<file path="src/rtl/doa_peak_select_pkg.sv">
// rtl/doa_peak_select_pkg.sv - shared DOA types and width defaults
// Purpose: state encoding and width defaults common to the DOA search and select stages.
// Contents: doa_state_e (IDLE/SCAN/DONE), DOASEARCH_WIDTH_DEF, ANGLE_WIDTH_DEF.
package doa_peak_select_pkg;

  localparam int DOASEARCH_WIDTH_DEF = 48;
  localparam int ANGLE_WIDTH_DEF     = 10;

  typedef enum logic [1:0] {
    IDLE = 2'd0,
    SCAN = 2'd1,
    DONE = 2'd2
  } doa_state_e;

endpackage

</file>
<file path="src/rtl/doa_rank_insert.sv">
// rtl/doa_rank_insert.sv - combinational one-candidate insertion into a ranked slot file
// Purpose: computes the next contents of a NUM_SLOTS-deep ascending ranked list after
//          offering one candidate (stable: equal values stay behind earlier entries).
// Ports:
//   slot_val/slot_ang/slot_vld : current ranked slots (valid slots form a prefix)
//   cand_val/cand_ang          : candidate to insert
//   next_val/next_ang/next_vld : slot contents after insertion
module doa_rank_insert #(
  parameter int VALUE_WIDTH = 48,
  parameter int ANGLE_WIDTH = 10,
  parameter int NUM_SLOTS   = 2
) (
  input  logic signed [VALUE_WIDTH-1:0] slot_val [NUM_SLOTS],
  input  logic        [ANGLE_WIDTH-1:0] slot_ang [NUM_SLOTS],
  input  logic        [NUM_SLOTS-1:0]   slot_vld,
  input  logic signed [VALUE_WIDTH-1:0] cand_val,
  input  logic        [ANGLE_WIDTH-1:0] cand_ang,
  output logic signed [VALUE_WIDTH-1:0] next_val [NUM_SLOTS],
  output logic        [ANGLE_WIDTH-1:0] next_ang [NUM_SLOTS],
  output logic        [NUM_SLOTS-1:0]   next_vld
);

  localparam int PW = $clog2(NUM_SLOTS + 1);

  logic        [PW-1:0]          pos;
  logic signed [VALUE_WIDTH-1:0] shift_val [NUM_SLOTS];
  logic        [ANGLE_WIDTH-1:0] shift_ang [NUM_SLOTS];
  logic        [NUM_SLOTS-1:0]   shift_vld;

  always_comb begin
    // Counting "<=" rather than "<" places the candidate after equal values.
    pos = '0;
    for (int i = 0; i < NUM_SLOTS; i++) begin
      if (slot_vld[i] && (slot_val[i] <= cand_val)) begin
        pos = pos + PW'(1);
      end
    end

    // Slot contents moved down by one; slot 0 has no predecessor.
    shift_val[0] = '0;
    shift_ang[0] = '0;
    shift_vld[0] = 1'b0;
    for (int i = 1; i < NUM_SLOTS; i++) begin
      shift_val[i] = slot_val[i-1];
      shift_ang[i] = slot_ang[i-1];
      shift_vld[i] = slot_vld[i-1];
    end

    // pos == NUM_SLOTS keeps every slot, i.e. the candidate is discarded.
    for (int i = 0; i < NUM_SLOTS; i++) begin
      if (PW'(i) < pos) begin
        next_val[i] = slot_val[i];
        next_ang[i] = slot_ang[i];
        next_vld[i] = slot_vld[i];
      end else if (PW'(i) == pos) begin
        next_val[i] = cand_val;
        next_ang[i] = cand_ang;
        next_vld[i] = 1'b1;
      end else begin
        next_val[i] = shift_val[i];
        next_ang[i] = shift_ang[i];
        next_vld[i] = shift_vld[i];
      end
    end
  end

endmodule

</file>
<file path="src/rtl/doa_peak_select.sv">
// rtl/doa_peak_select.sv - picks the NUM_SOURCES deepest MUSIC denominator minima
// Purpose: snapshots the local-minimum list on start_select, insertion-sorts one candidate
//          per clock into a ranked slot file, and publishes the K smallest values (ascending)
//          with their angles.
// Ports:
//   clk, rst (async, active-high), start_select (sampled in IDLE only)
//   local_min / local_min_angle / local_min_count : candidate list, entries 0..count-1
//   doa_value / doa_angle / doa_count             : results, updated only in DONE
//   busy (SCAN and DONE), select_done (one-cycle pulse in DONE)
module doa_peak_select
  import doa_peak_select_pkg::*;
#(
  parameter int DOASEARCH_WIDTH = DOASEARCH_WIDTH_DEF,
  parameter int LOCAL_MIN_DEPTH = 16,
  parameter int NUM_SOURCES     = 2,
  parameter int ANGLE_WIDTH     = ANGLE_WIDTH_DEF
) (
  input  logic                                    clk,
  input  logic                                    rst,
  input  logic                                    start_select,
  input  logic signed [DOASEARCH_WIDTH-1:0]       local_min       [LOCAL_MIN_DEPTH],
  input  logic        [ANGLE_WIDTH-1:0]           local_min_angle [LOCAL_MIN_DEPTH],
  input  logic        [$clog2(LOCAL_MIN_DEPTH)-1:0] local_min_count,
  output logic signed [DOASEARCH_WIDTH-1:0]       doa_value       [NUM_SOURCES],
  output logic        [ANGLE_WIDTH-1:0]           doa_angle       [NUM_SOURCES],
  output logic        [$clog2(NUM_SOURCES+1)-1:0] doa_count,
  output logic                                    busy,
  output logic                                    select_done
);

  localparam int CW  = $clog2(LOCAL_MIN_DEPTH);
  localparam int OCW = $clog2(NUM_SOURCES + 1);

  doa_state_e state;

  logic signed [DOASEARCH_WIDTH-1:0] snap_val [LOCAL_MIN_DEPTH];
  logic        [ANGLE_WIDTH-1:0]     snap_ang [LOCAL_MIN_DEPTH];
  logic        [CW-1:0]              snap_count;
  logic        [CW-1:0]              idx;

  logic signed [DOASEARCH_WIDTH-1:0] slot_val [NUM_SOURCES];
  logic        [ANGLE_WIDTH-1:0]     slot_ang [NUM_SOURCES];
  logic        [NUM_SOURCES-1:0]     slot_vld;

  logic signed [DOASEARCH_WIDTH-1:0] next_val [NUM_SOURCES];
  logic        [ANGLE_WIDTH-1:0]     next_ang [NUM_SOURCES];
  logic        [NUM_SOURCES-1:0]     next_vld;

  doa_rank_insert #(
    .VALUE_WIDTH (DOASEARCH_WIDTH),
    .ANGLE_WIDTH (ANGLE_WIDTH),
    .NUM_SLOTS   (NUM_SOURCES)
  ) u_rank_insert (
    .slot_val (slot_val),
    .slot_ang (slot_ang),
    .slot_vld (slot_vld),
    .cand_val (snap_val[idx]),
    .cand_ang (snap_ang[idx]),
    .next_val (next_val),
    .next_ang (next_ang),
    .next_vld (next_vld)
  );

  always_ff @(posedge clk or posedge rst) begin
    if (rst) begin
      state       <= IDLE;
      idx         <= '0;
      snap_count  <= '0;
      slot_vld    <= '0;
      doa_count   <= '0;
      busy        <= 1'b0;
      select_done <= 1'b0;
      for (int i = 0; i < LOCAL_MIN_DEPTH; i++) begin
        snap_val[i] <= '0;
        snap_ang[i] <= '0;
      end
      for (int i = 0; i < NUM_SOURCES; i++) begin
        slot_val[i]  <= '0;
        slot_ang[i]  <= '0;
        doa_value[i] <= '0;
        doa_angle[i] <= '0;
      end
    end else begin
      select_done <= 1'b0;
      case (state)
        IDLE: begin
          if (start_select) begin
            // Snapshot so the caller may reuse its list while we scan.
            for (int i = 0; i < LOCAL_MIN_DEPTH; i++) begin
              snap_val[i] <= local_min[i];
              snap_ang[i] <= local_min_angle[i];
            end
            snap_count <= local_min_count;
            // Cleared slots keep unfilled outputs at zero.
            for (int i = 0; i < NUM_SOURCES; i++) begin
              slot_val[i] <= '0;
              slot_ang[i] <= '0;
            end
            slot_vld <= '0;
            idx      <= '0;
            busy     <= 1'b1;
            state    <= SCAN;
          end
        end
        SCAN: begin
          if (idx == snap_count) begin
            for (int i = 0; i < NUM_SOURCES; i++) begin
              doa_value[i] <= slot_vld[i] ? slot_val[i] : '0;
              doa_angle[i] <= slot_vld[i] ? slot_ang[i] : '0;
            end
            doa_count   <= (32'(snap_count) < 32'(NUM_SOURCES)) ? OCW'(snap_count)
                                                                : OCW'(NUM_SOURCES);
            select_done <= 1'b1;
            state       <= DONE;
          end else begin
            slot_val <= next_val;
            slot_ang <= next_ang;
            slot_vld <= next_vld;
            idx      <= idx + CW'(1);
          end
        end
        DONE: begin
          busy  <= 1'b0;
          state <= IDLE;
        end
        default: begin
          busy  <= 1'b0;
          state <= IDLE;
        end
      endcase
    end
  end

endmodule

</file>
<file path="config.mk">
export PLATFORM = sky130hd
export DESIGN_NAME = doa_peak_select
export DESIGN_NICKNAME = d
export VERILOG_FILES = /design/src/rtl/doa_peak_select_pkg.sv /design/src/rtl/doa_rank_insert.sv /design/src/rtl/doa_peak_select.sv
export SDC_FILE = /design/constraint.sdc
export NUM_CORES = 2
export LEC_CHECK = 0
export BUFFER_PORTS_ARGS = -buffer_cell sky130_fd_sc_hd__clkbuf_2
export CAP_MARGIN = 5
export CORE_AREA = 2 2 411 413
export DETAILED_ROUTE_END_ITERATION = 7
export DIE_AREA = 0 0 413 415
export GPL_TIMING_DRIVEN = 0
export SYNTH_ARGS = -nofsm -noshare
export SYNTH_HDL_FRONTEND = slang
export SYNTH_SLANG_ARGS = --single-unit
export TNS_END_PERCENT = 20
</file>
<file path="constraint.sdc">
create_clock -name clk -period 52.5 [get_ports clk]
set_input_delay 7.875 -clock clk [delete_from_list [all_inputs] [get_ports clk]]
set_output_delay 7.875 -clock clk [all_outputs]
set_load 0.02 [all_outputs]
</file>
After elaboration in Yosys (flattened, before gate mapping)
Cells that the tools add are included.
{"block": "totals", "register_bits": 1176, "in_bits": 935, "elab_cells": 122}
{"block": "classes", "reduce_logical": 12, "addsub": 2, "muxes": 44, "bitwise": 2, "n_lt_le_gt_ge": 6, "eq_ne": 8}
{"op": "48-bit 2-to-1 mux", "n": 8}
{"op": "48-bit binary-select mux with 4-bit select", "n": 1}
{"op": "96-bit 2-to-1 mux", "n": 2}
{"op": "96-bit one-hot mux with 2 select lines", "n": 1}
{"op": "48-bit less-or-equal comparator", "n": 2}
{"op": "10-bit 2-to-1 mux", "n": 8}
{"op": "10-bit binary-select mux with 4-bit select", "n": 1}
{"op": "20-bit 2-to-1 mux", "n": 2}
{"op": "20-bit one-hot mux with 2 select lines", "n": 1}
{"op": "2-bit 2-to-1 mux", "n": 6}
{"op": "2-bit inequality test (second input constant)", "n": 5}
{"op": "1-bit 2-to-1 mux", "n": 8}
{"op": "4-bit 2-to-1 mux", "n": 2}
{"op": "2-bit one-hot mux with 2 select lines", "n": 2}
{"op": "4-bit one-hot mux with 2 select lines", "n": 1}
{"op": "2-bit AND reduction", "n": 4}
{"op": "4-bit AND reduction", "n": 2}
{"op": "5-bit >= comparator (second input constant)", "n": 1}
{"op": "4-bit inverter with 5-bit output", "n": 1}
{"op": "4-bit by 1-bit adder with 4-bit output (second input constant)", "n": 1}
{"op": "4-bit equality test", "n": 1}
{"op": "2-bit zero test", "n": 2}
{"op": "1-bit by 2-bit less-than comparator with 1-bit output (first input constant)", "n": 2}
{"op": "4-bit by 2-bit less-than comparator with 1-bit output (second input constant)", "n": 1}
{"op": "8 further kinds", "n": 9}

Longest topological paths before layout
{"block": "depth", "word_depth": 14, "depth_mapped": 24, "ltp_nobuf": 17}

By module
From an unflattened synthesis, not the netlist that was laid out.
{"block": "unflattened", "hier_cells": 6343, "area_unflattened_um2": 56548.0}
{"mod": "doa_peak_select", "cells_per_inst": 5775, "area_each_um2": 52357.7, "instances": 1}
{"mod": "doa_rank_insert", "cells_per_inst": 568, "area_each_um2": 4190.3, "instances": 1}

Worst setup path before layout
OpenSTA, ideal clock, no wires.
{"block": "synth_timing", "path_type": "in2reg", "start": "in start_select", "end": "reg snap_val[120] in the netlist's numbering", "required_time_ps": 52435, "cell_stages": 7, "t_arrival_ps": 9168, "setup_slack_ps": 43267, "cell_sequence": "and2_1 -> clkbuf_1 -> clkbuf_1 -> clkbuf_1 -> clkbuf_1 -> nand2_1 -> nand2_1"}
{"block": "synth_between", "elab_chain_cells": 1}
{"item": "start, declared", "line": "doa_peak_select.sv:20", "rtl": "input logic start_select,"}
{"item": "2-bit AND reduction (no source line)"}
{"item": "end signal, assigned by index", "line": "doa_peak_select.sv:90", "rtl": "snap_val[i] <= local_min[i];"}
{"item": "end, declared", "line": "doa_peak_select.sv:36", "rtl": "logic signed [DOASEARCH_WIDTH-1:0] snap_val [LOCAL_MIN_DEPTH];"}
No other way between the ends.
A chain may end at the register's enable or synchronous reset.

Worst setup path in the final report
{"block": "layout_timing", "start": "in start_select", "end": "reg busy"}
{"block": "layout_between", "elab_chain_cells": 2}
{"item": "2-bit inequality test (no source line)"}
{"item": "2-bit AND reduction (no source line)"}
{"item": "end signal, assigned", "line": "doa_peak_select.sv:71", "rtl": "busy <= 1'b0;"}
{"item": "end signal, assigned", "line": "doa_peak_select.sv:101", "rtl": "busy <= 1'b1;"}
{"item": "end signal, assigned", "line": "doa_peak_select.sv:123", "rtl": "busy <= 1'b0;"}
{"item": "end, declared", "line": "doa_peak_select.sv:27", "rtl": "output logic busy,"}
No other way between the ends.

==> flow_metrics.env <==
export IMPL_finalWeightedCongestion=0.965
export IMPL_grt_pass1_wl_mm=349
export IMPL_crit_path_end_kind="flip-flop"
export IMPL_path_buf_inv=4
export IMPL_area_growth_pct=24.0
export IMPL_critPathKind="in -> reg"
export IMPL_grt_pass1_vias=48450
export IMPL_core_area_sq_um=167000
export IMPL_grtUsageMet3=0.0629
export IMPL_portBuffers=1054
export IMPL_top_usage_layer="met2"
export IMPL_cts_setup_buffers=0
export IMPL_syn_cell_area_sq_um=53800
export IMPL_wl_mm=250
export IMPL_worstMarginPinSlew_ns=1.31
export IMPL_synth_edff_count=0
export IMPL_async_flop_share=1.00
export IMPL_die_x_microns=413
export IMPL_worstPathRequired_ns=53.12
export IMPL_final_cells=9322
export IMPL_power_density_nw_per_um2=76.4
export IMPL_netSwitchingFraction=0.466
export IMPL_final_util=0.401
export IMPL_numCtsBuffers=137
export IMPL_fin_tns_setup_ns=0
export IMPL_antenna_found_initial=54
export IMPL_cts_tree="done"
export IMPL_ir_drop_v=0.0000380
export IMPL_root_buffer="clkbuf_16"
export IMPL_hold_path_class="reg -> reg"
export IMPL_rsz0062_at_grt="false"
export IMPL_cp_arrival_ns=10.92
export IMPL_met1_usage=0.373
export IMPL_layout_commonest_cell="nand2_1"
export IMPL_netlist_area_leader_share=0.547
export IMPL_worst_path_max_delay_cell="clkbuf_1"
export IMPL_synthTopCellsByArea="dfrtp_1 55%, nand2_1 22%, mux4_2 10%, ha_1 2.3%, clkbuf_1 1.9%"
export IMPL_critPathTopFamily="buffers and inverters"
export IMPL_via_per_inst=5.13
export IMPL_seqPwrFrac=0.312
export IMPL_post_cts_resized=0
export IMPL_leakagePower_nw=34.8
export IMPL_post_route_period_util=0.196
export IMPL_cp_startpoint="start_select"
export IMPL_syn_area_per_cell_sq_um=9.32
export IMPL_crit_cells=6
export IMPL_crit_path_max_fanout=10
export IMPL_clkLatencyLatePin_ns=0.78
export IMPL_path_cells="clkbuf_2, nand2_1, clkbuf_1, clkbuf_1, clkbuf_1, o21ai_0"
export IMPL_synth_distinct_cells=44
export IMPL_cp_start_kind="input port"
export IMPL_reg2reg_depth=23
export IMPL_cp_slowest_stage_delay_ns=1.03
export IMPL_layout_drive_gt1_share=0.231
export IMPL_period_minus_slack_ns=10.31
export IMPL_grt_max_degree=130
export IMPL_hold_buffers=0
export IMPL_clock_fmax_mhz=97.0
export IMPL_htreeDepth=4
export IMPL_ys_warn_count=0
export IMPL_crit_top_cell="clkbuf_1"
export IMPL_fin_skew_ns=0.0432
export IMPL_final_cell_mix="3191 x nand2_1, 1176 x dfrtp_1, 1054 x clkbuf_2, 298 x clkbuf_1, 243 x mux4_2"
export IMPL_r2r_start="idx[1]$_DFFE_PP0P_"
export IMPL_maxCapViolations=0
export IMPL_use_met2=0.466
export IMPL_total_power_mw=5.10
export IMPL_holdPathStages=2
export IMPL_dp_cells=9042
export IMPL_overflow=0
export IMPL_drc=0
export IMPL_ioPinCount=1055
export IMPL_wl_per_cell_microns=26.8
export IMPL_fp_dieH_microns=415
export IMPL_synth_top_area_cell="dfrtp_1"
export IMPL_hold_viol=0
export IMPL_rows=150
export IMPL_hpwl_mm=201
export IMPL_vias=47836
export IMPL_clock_power_share=0.189
export IMPL_max_slew_margin=0.127
export IMPL_grt_use_total=0.289
export IMPL_start_util=0.323
export IMPL_drtIter0Drc=4753
export IMPL_ys_flop_type="dfrtp_1"
export IMPL_path_clk_slew_ns=0.06
export IMPL_ys_seq_area_frac=0.547
export IMPL_cts_path_max_buffers=3
export IMPL_dr_pass1_iters=6
export IMPL_p_switching_mw=2.38
export IMPL_fillers=16820
export IMPL_status="finished, final reports clean"
export IMPL_finalSetupViolCount=0
export IMPL_netlist_instances=5773
export IMPL_synth_nets=6807
export IMPL_die_area_sq_um=171000
export IMPL_final_nets=8011
export IMPL_min_delay_start="doa_value[14]$_DFFE_PP0P_"
export IMPL_pwr_share_comb=0.499
export IMPL_cts_sinks=1176
export IMPL_ant_nets=0
export IMPL_maxSlewViolCount=0
export IMPL_ys_seq_elements=1176
export IMPL_internal_power_mw=2.72
cell families after synthesis:
kind of cell    share of synthesized area
xor+xnor                          0.00114
flops                               0.547
compound gates                     0.0303
simple gates                        0.248
buf+inv                            0.0286
mux                                 0.122
fa+ha+maj                          0.0230
path summary, 6_finish.rpt:
kind / to / slack [ns]
setup / recovery: busy$_DFFE_PP0P_ / 42.19
min in group asynchronous: snap_val[451]$_DFFE_PP0P_ / 7.14
setup reg to reg: slot_val[47]$_DFFE_PP0P_ / 44.39
max in group asynchronous: snap_val[9]$_DFFE_PP0P_ / 42.57
hold / removal: doa_value[14]$_DFFE_PP0P_ / 0.46
hold reg to reg: doa_value[14]$_DFFE_PP0P_ / 0.46
power by group through the flow:
| stage | sequential [mW] | combinational [mW] | clock [mW] |
|---|---|---|---|
| after global placement | 1.59 | 2.50 | 0 |
| final | 1.59 | 2.54 | 0.964 |
| after detailed placement | 1.59 | 2.55 | 0 |
| after global routing | 1.63 | 2.78 | 1.02 |
| after CTS | 1.58 | 2.56 | 0.975 |
| after floorplan | 1.55 | 1.52 | 0 |
cell usage after synthesis, types with 3 or more instances:
cell type and count:
nand2_1 3191, dfrtp_1 1176, clkbuf_1 271, mux4_2 243
nand3_1 174, o21ai_0 128, ha_1 99, a21oi_1 81
nor2_1 64, mux2i_1 58, buf_1 49, mux2_2 47
o21ai_1 40, buf_2 32, o21ai_2 18, nand4_1 16
inv_1 11, buf_6 8, a21o_1 7, a211oi_1 6
buf_4 6, nor2b_1 5, nor3_1 5, xnor2_1 5
a221oi_1 3, and4_1 3, nor4_1 3, o31ai_1 3
flip-flops by register name, summed over array words and instances (netlist names), 2 cells and up:
signal      cells
snap_ang      160
doa_angle      20
snap_val      768
state           2
snap_count      4
doa_value      96
slot_vld        2
slot_ang       20
slot_val       96
doa_count       2
idx             4
per-stage QoR:
stage | hold slack [ns] | setup slack (ns) | cell area (sq um)
2_1_floorplan | 0.440 | 11.50 | 53800
3_3_place_gp | 0.452 | -1.86 | 61900
3_5_place_dp | 0.457 | 41.31 | 62200
4_1_cts | 0.470 | 42.15 | 66700
5_1_grt | 0.489 | 42.08 | 66700
6_report | 0.463 | 42.19 | 66800
routing by layer:
| layer | part of all wire | wire [microns] |
|---|---|---|
| met1 | 0.40 | 99800 |
| met3 | 0.079 | 19900 |
| met4 | 0.044 | 11100 |
| met5 | 0.00037 | 93 |
| met2 | 0.48 | 119000 |
layout make-up:
class	count	area (sq um)	share of cell area
clock inverter	53	619	0.00928
multi-input combinational	4219	22900	0.342
timing repair buffer	1065	5580	0.0836
antenna	38	95.1	0.00142
inverter	12	52.6	0.000787
tap	2204	2760	0.0413
clock buffer	189	3870	0.0580
buffer	366	1500	0.0224
sequential	1176	29400	0.441
tightest hold or removal path: stages, from the launching register on:
cell     delay, ns
dfrtp_1       0.34
nand2_1       0.05
nand2_1       0.05
Note: power is estimated with default switching activity, not from simulation.
